===== src/rtl/clk_divider_bank.sv =====
// clk_divider_bank: four independent programmable square-wave dividers on
// one board clock, each with a one-cycle tick on its rising output edge.
//
// Ports:
//   clk                 board clock, the only clock
//   reset_n             synchronous active-low reset
//   enable              1 = count, 0 = freeze counters/outputs, ticks low
//   restart             synchronous clear of all channels (phase alignment)
//   clk_out0..clk_out3  registered square waves, half-period HALF0..HALF3
//   tick0..tick3        one-cycle pulse in the first cycle clk_out_i is 1

module clk_div_channel #(
   parameter int CNT_W = 26,
   parameter int HALF  = 2
) (
   input  logic clk,
   input  logic reset_n,
   input  logic enable,
   input  logic restart,
   output logic clk_out,
   output logic tick
);

   // Legal range is 1 .. 2^CNT_W-1 so the terminal count fits the counter.
   if (HALF < 1 ||
       longint'(HALF) > ((longint'(1) <<< CNT_W) - longint'(1))) begin : g_bad_half
      $error("clk_div_channel: HALF=%0d out of range for CNT_W=%0d",
             HALF, CNT_W);
   end

   localparam logic [CNT_W-1:0] TERM = CNT_W'(HALF - 1);

   logic [CNT_W-1:0] cnt;

   always_ff @(posedge clk) begin
      if (!reset_n || restart) begin
         cnt     <= '0;
         clk_out <= 1'b0;
         tick    <= 1'b0;
      end else if (!enable) begin
         // Hold phase; a tick due on this edge is deferred, not lost.
         tick    <= 1'b0;
      end else if (cnt == TERM) begin
         cnt     <= '0;
         clk_out <= ~clk_out;
         tick    <= ~clk_out;
      end else begin
         cnt     <= cnt + CNT_W'(1);
         tick    <= 1'b0;
      end
   end

endmodule

module clk_divider_bank #(
   parameter int CNT_W = 26,
   parameter int HALF0 = 25_000_000,
   parameter int HALF1 = 12_500_000,
   parameter int HALF2 = 6_250_000,
   parameter int HALF3 = 3_125_000
) (
   input  logic clk,
   input  logic reset_n,
   input  logic enable,
   input  logic restart,
   output logic clk_out0,
   output logic clk_out1,
   output logic clk_out2,
   output logic clk_out3,
   output logic tick0,
   output logic tick1,
   output logic tick2,
   output logic tick3
);

   clk_div_channel #(.CNT_W(CNT_W), .HALF(HALF0)) u_ch0 (
      .clk     (clk),
      .reset_n (reset_n),
      .enable  (enable),
      .restart (restart),
      .clk_out (clk_out0),
      .tick    (tick0)
   );

   clk_div_channel #(.CNT_W(CNT_W), .HALF(HALF1)) u_ch1 (
      .clk     (clk),
      .reset_n (reset_n),
      .enable  (enable),
      .restart (restart),
      .clk_out (clk_out1),
      .tick    (tick1)
   );

   clk_div_channel #(.CNT_W(CNT_W), .HALF(HALF2)) u_ch2 (
      .clk     (clk),
      .reset_n (reset_n),
      .enable  (enable),
      .restart (restart),
      .clk_out (clk_out2),
      .tick    (tick2)
   );

   clk_div_channel #(.CNT_W(CNT_W), .HALF(HALF3)) u_ch3 (
      .clk     (clk),
      .reset_n (reset_n),
      .enable  (enable),
      .restart (restart),
      .clk_out (clk_out3),
      .tick    (tick3)
   );

endmodule


===== config.mk =====
export PLATFORM = sky130hd
export DESIGN_NAME = clk_divider_bank
export DESIGN_NICKNAME = d
export VERILOG_FILES = /design/src/rtl/clk_divider_bank.sv
export SDC_FILE = /design/constraint.sdc
export NUM_CORES = 1
export LEC_CHECK = 0
export ABC_AREA = 1
export CAP_MARGIN = 40
export CELL_PAD_IN_SITES_DETAIL_PLACEMENT = 0
export CELL_PAD_IN_SITES_GLOBAL_PLACEMENT = 2
export CORE_MARGIN = 4
export CORE_UTILIZATION = 36
export CTS_BUF_LIST = sky130_fd_sc_hd__clkbuf_4 sky130_fd_sc_hd__clkbuf_8
export CTS_CLUSTER_DIAMETER = 200
export DETAILED_ROUTE_END_ITERATION = 16
export PLACE_DENSITY_LB_ADDON = 0.12
export SETUP_SLACK_MARGIN = 0.3
export SLEW_MARGIN = 20
export SYNTH_ARGS = -nofsm -noshare
export SYNTH_HDL_FRONTEND = slang
export SYNTH_HIERARCHICAL = 1
export SYNTH_SLANG_ARGS = --single-unit

===== constraint.sdc =====
create_clock -name clk -period 1.72 [get_ports clk]
set_input_delay 0.172 -clock clk [delete_from_list [all_inputs] [get_ports clk]]
set_output_delay 0.172 -clock clk [all_outputs]
set_load 0.02 [all_outputs]

Yosys cells after proc, flatten, opt, wreduce, memory -nomap -nowiden
Cells that the tools add are included.
{"block": "totals", "reg_bits": 112, "inputBits": 4, "output_inout_bits": 8, "wordCells": 43}
{"block": "op_classes", "add_sub_neg": 4, "eq_ne": 4, "muxes": 4, "bitwise": 9, "n_reduce_logical": 10}
{"operator": "$add 26x1->26 const B", "count": 4}
{"operator": "$mux 26", "count": 4}
{"operator": "$eq 26x22->1 const B", "count": 1}
{"operator": "$eq 26x23->1 const B", "count": 1}
{"operator": "$eq 26x24->1 const B", "count": 1}
{"operator": "$eq 26x25->1 const B", "count": 1}
{"operator": "$reduce_or 3->1", "count": 4}
{"operator": "$not 1->1", "count": 9}
{"operator": "$reduce_and 2->1", "count": 4}
{"operator": "$logic_not 1->1", "count": 1}
{"operator": "$logic_or 1x1->1", "count": 1}

Logic depth before layout (Yosys ltp)
Gate-level depths: netlist of run 1.
{"block": "logic_depth", "depth_word": 3, "mapped_depth": 10, "depth_no_buf": 9}

Cells and area by module
Netlist of run 1, hierarchy kept.
{"module": "clk_div_channel at u_ch3", "n_inst": 1, "cells_each": 283, "area_per_inst_um2": 1674.1, "seq_area_each_um2": 560.5}
{"module": "clk_div_channel at u_ch0", "n_inst": 1, "cells_each": 238, "area_per_inst_um2": 1572.8, "seq_area_each_um2": 560.5}
{"module": "clk_div_channel at u_ch1", "n_inst": 1, "cells_each": 243, "area_per_inst_um2": 1556.5, "seq_area_each_um2": 560.5}
{"module": "clk_div_channel at u_ch2", "n_inst": 1, "cells_each": 238, "area_per_inst_um2": 1541.5, "seq_area_each_um2": 560.5}

Least setup slack after synthesis of run 1
Ideal clock, no wire load.
{"block": "synth_path", "path_type": "reg2reg", "startpoint": "register u_ch2.cnt[0]", "endpoint": "register u_ch2.cnt[15]", "setup_ns": 0.114, "arrival_ns": 1.269, "slack_ns": 0.337, "path_stages_with_launch": 10, "path_cell_list": "dfxtp_1 -> ha_1 -> nand2_1 -> nor2_2 -> nand3_1 -> nor2_2 -> nor2_2 -> buf_6 -> nand2_1 -> nor2_2"}
{"block": "synth_via", "elab_chain_cells": 2, "elab_cells_between_ends": 3, "classes_between": "add/sub (1); eq/ne (1); mux (1)"}
{"item": "from (decl)", "line": "33", "rtl": "logic [CNT_W-1:0] cnt;"}
{"item": "from (signal assigned)", "line": "48", "rtl": "cnt <= cnt + CNT_W'(1);"}
{"item": "$add 26x1->26 / $eq 26x23->1 (equally long branches)", "line": "48, 43"}
{"item": "$mux 26 *", "line": "43", "rtl": "end else if (cnt == TERM) begin"}
Mark *: on every way between the ends. The rest lies on a longest branch, timed or not.
A chain may end at the register's enable or synchronous reset.

Final worst setup path of run 1
{"block": "layout_path", "startpoint": "register u_ch2.cnt[0]", "endpoint": "register u_ch2.cnt[11]"}
Same word-level chain as after synthesis.

==> run summary, run 1 <==
The flow ran to the end, and the final reports show no timing, DRC or antenna violations. The tools report the post-detailed-placement half-perimeter wirelength as 12000 um. The insertion delay to the later sink of the worst-skew pair is 390 ps.

For this block, the via count after detailed routing is 5958. Counting every net in the synthesized netlist gives 1012. TritonCTS created 9 clock buffers. At the worst endpoint, the required time is 2000 ps.

The number of clock sinks was 112. For this run, design rule violations remaining after detail routing come to 0. The clock arrives with 11.0 ps of skew.

Counting both buffers and inverters, the worst setup path holds a total of 2. Compared with the post-synthesis result, the final layout area differs by 24.4%. The placed standard-cell area came out at 0.00686 mm2.

In this run the worst setup path begins at u_ch2/cnt[0]. In this run the standard cell core region covers 0.0173 mm2. Data on the critical path arrives at its endpoint at 1680 ps. The part of the Yosys area used for sequential elements was 0.353; the wire length of the first global-routing pass was 27500 um.

The number of different library cells used by synthesis comes to 35. The met2 capacity usage during global routing is 0.280, and the leakage dissipation is 0.00290 uW. The time the final worst path needs with I/O delays and setup was 1400 ps; the summed negative setup slack over all endpoints was 0 ps. The tools report the number of nets in the final layout as 1076.

STA classifies the critical path endpoint as a flop. The tools report the routability congestion estimate as 0.798. The number of storage elements in the synthesis netlist is 112. The starting density of the core was 0.367.

In this run the tool buffered the top-level ports with 11 buffer cells. The worst path meets setup with 318 ps of slack. Setup repair after global routing could not meet its margin everywhere.

The number of warnings printed during yosys synthesis was 6. The met1 capacity usage during global routing was 0.230. The length of the first detailed-routing pass in iterations is 4. The die height works out to 141 um. The largest delay contributor family on the critical path was simple AND/OR/NAND/NOR gates. The number of vias per cell came out at 4.60. The ratio of final minimum period to clock period works out to 0.815. The synthesized area divided by synthesized cell count was 6.33 um2. The number of antenna diodes in the final layout is 0. Pin placement for this block handled 12 I/O pins. The tools report the number of hold violations in the final report as 0.

The tools report the worst slack after detailed placement as -59.0 ps. TritonCTS built the clock tree. The CTS H-tree depth came out at 3. The tree is rooted in a sky130_fd_sc_hd__clkbuf_8. Slowest cell on the critical path: sky130_fd_sc_hd__dfxtp_4. The tools report the overall die area as 0.0198 mm2. The layout cell share with drive strength beyond 1 was 0.258; the count of mapped cells out of synthesis was 1002.

Counting the fill cells in the layout gives 1839. On the worst path, the slowest cell contributes a delay of 380 ps. The power per cell area was 575 mW/mm2.

After detailed routing, the total wire length is 16300 um. The logs give 0.170 for the total routing usage reported by global routing and 0.713 GHz for the upper clock frequency limit. Across the run, the number of max-cap violations was 0. The finished cells cover 0.00789 mm2. The max-slew violation count was 0. After the first detailed-routing iteration, the DRC count stood at 270. In this run the worst hold path is classified as in2reg.

The cell area that synthesis handed to floorplanning was 0.00634 mm2. Along the worst path, the maximum fanout reaches 5. The run gives 0.380 mV as the worst supply voltage drop on vdd.

Entering global routing, the biggest net connects 24 pins. Highest-utilization routing layer at the global route stage: met2. The longest clock path from root to sink contains 2 buffers. The die boundary width works out to 141 um. Initial antenna violation count: 0.

The startpoint identified for the worst register-to-register timing path is u_ch2/cnt[0]. The worst hold path begins at enable. The run gives 0.785 as the worst slew margin relative to its limit.

After clock tree synthesis, the clock-pin slew on the worst setup and hold paths is 110 ps. The final routed wire length divided by cell count was 12.6 um. The fraction of met3 tracks used by global routing was 0.0377. STA classifies the critical path startpoint as a flop.

Walking the worst path, the cells encountered are buf_6 > nand2_4 > nor2_4 > nand2_4 > nor2_4 > buf_6 > xor2_1 > nor2_1. The number of global-route vias before repair was 5677; the slew at the pin closest to its max-slew limit was 320 ps. The run gives 0 as the final global-route overflow total. The count of nets left with antenna violations once routing finished came out at 0.

The tools report the final count of negative-setup-slack endpoints as 0. The worst setup path is of the reg2reg kind. After floorplanning, the core was divided into 48 placement rows.
-- cell usage after synthesis --
| library cell | instances | area, um2 |
|---|---|---|
| sky130_fd_sc_hd__nor2_4 | 17 | 191 |
| sky130_fd_sc_hd__o21bai_2 | 2 | 22.5 |
| sky130_fd_sc_hd__nand4_1 | 16 | 100 |
| sky130_fd_sc_hd__and2_1 | 2 | 12.5 |
| sky130_fd_sc_hd__nand3_2 | 4 | 40.0 |
| sky130_fd_sc_hd__nor3_1 | 20 | 100 |
| sky130_fd_sc_hd__a211oi_1 | 1 | 7.51 |
| sky130_fd_sc_hd__o211ai_1 | 2 | 15.0 |
| sky130_fd_sc_hd__nand3b_1 | 2 | 15.0 |
| sky130_fd_sc_hd__nand3_1 | 64 | 320 |
| sky130_fd_sc_hd__a21o_1 | 1 | 7.51 |
| sky130_fd_sc_hd__a31oi_1 | 5 | 31.3 |
| sky130_fd_sc_hd__or2_2 | 3 | 18.8 |
| sky130_fd_sc_hd__xor2_1 | 17 | 149 |
| sky130_fd_sc_hd__buf_6 | 4 | 45.0 |
| sky130_fd_sc_hd__o21ai_0 | 5 | 25.0 |
| sky130_fd_sc_hd__a21oi_1 | 31 | 155 |
| sky130_fd_sc_hd__dfxtp_1 | 112 | 2240 |
| sky130_fd_sc_hd__inv_1 | 123 | 462 |
| sky130_fd_sc_hd__buf_2 | 4 | 20.0 |
| sky130_fd_sc_hd__nor2_2 | 23 | 144 |
| sky130_fd_sc_hd__nand2_1 | 266 | 998 |
| sky130_fd_sc_hd__and3_1 | 1 | 6.26 |
| sky130_fd_sc_hd__nor3_2 | 3 | 30.0 |
| sky130_fd_sc_hd__buf_4 | 2 | 15.0 |
| sky130_fd_sc_hd__nor2_1 | 235 | 882 |
| sky130_fd_sc_hd__nor3b_1 | 3 | 22.5 |
| sky130_fd_sc_hd__mux2i_1 | 1 | 10.0 |
| sky130_fd_sc_hd__nand2_4 | 1 | 11.3 |
| sky130_fd_sc_hd__ha_1 | 6 | 75.1 |
| sky130_fd_sc_hd__or2_0 | 1 | 6.26 |
| sky130_fd_sc_hd__o22ai_1 | 2 | 12.5 |
| sky130_fd_sc_hd__nand2_2 | 14 | 87.6 |
| sky130_fd_sc_hd__xnor2_1 | 6 | 52.6 |
| sky130_fd_sc_hd__inv_2 | 3 | 11.3 |
-- cell families (layout without fill, tap and decap cells) --
| group | Yosys count | in the layout | share of synthesized area |
|---|---|---|---|
| compound gates | 49 | 49 | 0.0436 |
| xor+xnor | 23 | 23 | 0.0317 |
| fa+ha+maj | 6 | 6 | 0.0118 |
| buf+inv | 136 | 202 | 0.0872 |
| flops | 112 | 112 | 0.353 |
| mux | 1 | 1 | 0.00158 |
| simple gates | 675 | 678 | 0.471 |
-- flip-flops by register name (all words and copies together), names as in the netlist --
name	flops
u_ch1/cnt	26
u_ch2/tick	1
u_ch0/clk_out	1
u_ch3/cnt	26
u_ch1/clk_out	1
u_ch0/cnt	26
u_ch2/clk_out	1
u_ch1/tick	1
u_ch0/tick	1
u_ch3/tick	1
u_ch3/clk_out	1
u_ch2/cnt	26
-- cell type report --
type                       count  area (um2)  area share
multi-input combinational    757        4050       0.513
sequential                   112        2350       0.297
timing repair buffer          60         519      0.0658
inverter                     126         475      0.0603
tap                          225         282      0.0357
clock buffer                  12         165      0.0209
clock inverter                 4        51.3     0.00650
-- tightest hold or removal path: cells and delay by family --
kind | cells | cell delay (ps)
simple gates | 1 | 70
compound gates | 1 | 50
buf+inv | 2 | 350
-- report_power, final --
part	switching [uW]	internal, uW
combinational	135	90.7
sequential	8.87	2580
clock	925	794
total	1070	3470
-- cell usage in the layout (no fill, tap or decap), drive strengths merged --
cell type,count
a211oi,1
a21o,1
a21oi,31
a31oi,5
and2,2
and3,1
buf,50
bufinv,1
clkbuf,12
clkdlybuf4s50,2
clkinv,2
clkinvlp,1
dfxtp,112
dlygate4sd2,8
ha,6
inv,126
mux2i,1
nand2,282
nand3,68
nand3b,2
nand4,16
nor2,277
nor3,23
nor3b,3
o211ai,2
o21ai,5
o21bai,2
o22ai,2
or2,4
xnor2,6
xor2,17
-- per-stage QoR --
step | util | total power (uW) | cells | hold WS (ps)
floorplan | - | 2780 | 1002 | 366
global placement | 0.396 | 2860 | 1252 | 459
detailed placement | 0.396 | 2860 | 1252 | 463
CTS | 0.421 | 4640 | 1278 | 290
global route | 0.456 | 4770 | 1296 | 316
finish | 0.456 | 4540 | 1296 | 313
-- worst paths after layout --
check | endpoint | slack [ps] | cells after the start
min reg2reg | u_ch0/clk_out | 470 | 2
max reg2reg | u_ch2/cnt[11] | 320 | 8
max | u_ch2/cnt[11] | 320 | 8
min | u_ch3/cnt[0] | 310 | 4
-- layer usage --
metal | wire length [um] | part of all wire
met5 | 0 | 0
met4 | 199 | 0.012
met3 | 449 | 0.028
met2 | 7490 | 0.46
met1 | 8150 | 0.50
-- timing repair --
item | CTS | global route
hold buffers | 0 | 0
endpoints found under the hold margin | 0 | 0
pin swaps | 12 | 30
setup buffers | 7 | 18
gates resized for setup | 50 | 158
endpoints found under the setup margin | 94 | 95
cloned | 3 | 0
No activity file was read; power rests on OpenSTA's default activity.
==> run 2, diff against run 1 <==
--- a/config.mk
+++ b/config.mk
@@ -10,7 +10,7 @@
 export CELL_PAD_IN_SITES_DETAIL_PLACEMENT = 0
 export CELL_PAD_IN_SITES_GLOBAL_PLACEMENT = 2
 export CORE_MARGIN = 4
-export CORE_UTILIZATION = 36
+export CORE_UTILIZATION = 32
 export CTS_BUF_LIST = sky130_fd_sc_hd__clkbuf_4 sky130_fd_sc_hd__clkbuf_8
 export CTS_CLUSTER_DIAMETER = 200
 export DETAILED_ROUTE_END_ITERATION = 16
==> constraint.sdc (replaced) <==
create_clock -name clk -period 1.15 [get_ports clk]
set_input_delay 0.115 -clock clk [delete_from_list [all_inputs] [get_ports clk]]
set_output_delay 0.115 -clock clk [all_outputs]
set_load 0.02 [all_outputs]
==> run 2 against run 1 <==
Against the previous run:
- the flow now finishes with violations (setup timing)
- total power grew 49%
- register-to-register slack got worse by 570 ps
- first-iteration DRC count decreased by 22%
- utilization is 9.4 points higher
- critical endpoint is now u_ch3/cnt[19]
- largest cell class unchanged
- largest power group unchanged
- highest routed layer unchanged
==> run summary, run 2 (synthesized netlist as in run 1, its figures left out) <==
The category of the critical setup timing path was reg2reg. The library cells used most frequently in the layout, excluding fill and tap cells, are 221 x sky130_fd_sc_hd__buf_4, 158 x sky130_fd_sc_hd__nand2_1, 154 x sky130_fd_sc_hd__nor2_1. The tools report the remaining routing DRC violations as 0 (unchanged). The slew at the pin closest to its max-slew limit is 273 ps (-47.1 ps), and the starting density of the core is 0.326 (-0.0408). The final global-route overflow total is 0 (unchanged), and the ratio of final minimum period to clock period is 1.22 (+0.404). The initial antenna violation count was 0 (unchanged).

The tools report the worst supply voltage drop on vdd as 0.454 mV (+20%). Number of vias per cell: 4.44 (-3.5%). The core area was 0.0195 mm2 (+13%); the CTS H-tree depth was 3 (unchanged). The upper clock frequency limit came out at 0.713 GHz (about the same).

Setup repair after global routing could not meet its margin everywhere. The number of clock sinks is 112 (unchanged). For the overall die area, the log shows 0.0221 mm2 (+12%). The run finished, with violations left. For the number of violations reported at the end of detailed-routing iteration 0, the log shows 210 (-22%). The checks that failed: setup timing.

The die height is 149 um (+5.7%), and the clock network fraction of total power is 0.356 (-0.023). The stage delay of the slowest cell on the critical path was 390 ps (about the same); the worst hold slack was 251 ps (-62.0 ps). The worst slew margin relative to its limit came out at 0.813 (+0.0279). For the fraction of met3 tracks used by global routing, the log shows 0.0270 (-0.0106). The run gives 0 (unchanged) as the number of nets with antenna violations after routing. The length of the first detailed-routing pass in iterations is 4 (unchanged).

The worst hold path class is in2reg. Final count of negative-setup-slack endpoints: 111 (+111). The internal power of the cells came out at 5070 uW (+46%).

Peak fanout along the critical path: 6 (+1). The share of power burned in registers is 0.571 (about the same), and the number of global-route vias before repair is 6571 (+16%). The met1 capacity usage during global routing was 0.230 (+0.000320). The tools report the worst-case setup margin in the final layout as -252 ps (-570 ps). The maximum clock path buffer count was 2 (unchanged); the met2 capacity usage during global routing was 0.311 (+0.0317). The required time at the worst-slack endpoint came out at 1440 ps (-560 ps).

The number of standard-cell rows in the floorplan was 51 (+6.3%). The die boundary width is 149 um (+5.7%). The number of buffers and inverters on the critical path is 1 (-1), and the number of nets in the final layout is 1292 (+20%). The arrival time reported for the critical path endpoint is 1690 ps (about the same), and the clock-pin transition on the worst setup and hold timing paths is 110 ps (about the same). The net switching fraction of the power came out at 0.253 (+0.0171). Leaving out fill and tap cells, the most frequent cell in the layout is sky130_fd_sc_hd__buf_4. Highest-utilization routing layer at the global route stage: met2.

The signal on the critical path passes through ha_4 > nand2_4 > nor2_4 > nand3_4 > nor2_4 > nor2_4 > clkbuf_16 > nand2_1 > nor2_1. The logs give 13800 um (+15%) for the post-detailed-placement half-perimeter wirelength and 0 (unchanged) for the number of max-capacitance violations reported. The insertion delay to the later sink of the worst-skew pair was 390 ps (about the same). Root buffer cell: sky130_fd_sc_hd__clkbuf_8. The run gives 1710 uW (+60%) as the power spent charging and discharging nets. The startpoint class of the critical path is a flop. The leakage dissipation was 0.00440 uW (+52%). The critical path endpoint category is a flop.

The total routing usage reported by global routing is 0.177 (+0.00668), and the relative area change from synthesis to final layout is 68.7%. Largest delay contributor family on the critical path: simple AND/OR/NAND/NOR gates. The total instance count after detailed placement was 1483 (+18%). Total clock buffers created by CTS: 9 (unchanged). The run gives 12.8 ps (+1.84 ps) as the maximum clock skew at final layout.

The total chip power was 6780 uW (+49%). The tools report the number of antenna diodes as 0 (unchanged). The time the final worst path needs with I/O delays and setup was 1400 ps (+0.176 ps); the layout cell share with drive strength beyond 1 was 0.569 (+0.311).

Final routed wire length divided by cell count: 12.5 um (-0.25%). The pin count of the biggest net entering global routing was 17 (-29%). The run gives 12 (unchanged) as the I/O pin total. TritonCTS built the clock tree.

The logs give 0 (unchanged) for the number of hold violations in the final report and 0.074 (+0.024) for the share of power burned in combinational logic. The tools report the overall routed net length as 19500 um (+19%). The routability congestion estimate is 0.786 (-1.5%), and the count of non-filler cells in the finished layout is 1552 (+20%). The slowest cell on the critical path was sky130_fd_sc_hd__dfxtp_4. Among the stages of the critical path, the cell type that occurs most often is sky130_fd_sc_hd__nor2_4.

The wire length of the first global-routing pass was 31800 um (+16%). Power per cell area: 633 mW/mm2 (+10%). The count of buffers inserted at the top-level ports was 11 (unchanged); the vias after detailed routing was 6884 (+16%). Worst slack after detailed placement: -481 ps (-422 ps).

For the max-slew violation count, the log shows 0 (unchanged).
run 2: repair_timing:
item / 4_1_cts / 5_1_grt
resized for setup: 275 / 209
buffers inserted: 20 / 27
setup endpoints to repair: 120 / 120
hold buffers: 0 / 0
cloned: 4 / 2
pin swaps: 67 / 87
run 2: layout make-up:
type,instances,area (um2)
tap,265,332
timing repair buffer,276,2340
fill,1943,8760
multi-input combinational,757,4960
clock buffer,13,173
inverter,126,490
clock inverter,3,15.0
sequential,112,2390
run 2: metrics by stage:
stage / TNS (ps) / util / cell area [um2]
floorplan: -5120 / - / 6650
global placement: -37590 / 0.445 / 8670
detailed placement: -38520 / 0.445 / 8670
CTS: -17260 / 0.504 / 9800
global route: -25850 / 0.550 / 10700
finish: -17500 / 0.550 / 10700
run 2: routing by layer:
metal / share of wire / wire length, um / vias to the layer above
met2: 0.50 / 9770 / 33
met4: 0.010 / 201 / 0
met1: 0.47 / 9150 / 3166
met3: 0.017 / 325 / 11
li1: - / - / 3674
met5: 0 / 0 / -
run 2: power groups by stage:
stage	Combinational [uW]	Sequential, uW	Clock [uW]
floorplan	180	3990	0
global placement	361	3990	0
detailed placement	362	3990	0
CTS	439	3890	2560
global route	542	3870	2700
finish	499	3870	2410
run 2: path summary, 6_finish.rpt:
path	start	to	slack, ps	cells after the start
worst max-delay path	u_ch3/cnt[1]	u_ch3/cnt[19]	-250	9
worst min-delay path	enable	u_ch1/cnt[15]	250	5
worst max register to register	u_ch3/cnt[1]	u_ch3/cnt[19]	-250	9
worst min register to register	u_ch0/cnt[15]	u_ch0/cnt[15]	520	2
run 2: worst min-delay path, delay by kind of cell:
family	cells	cell delay, ps
simple gates	3	190
buf+inv	2	320
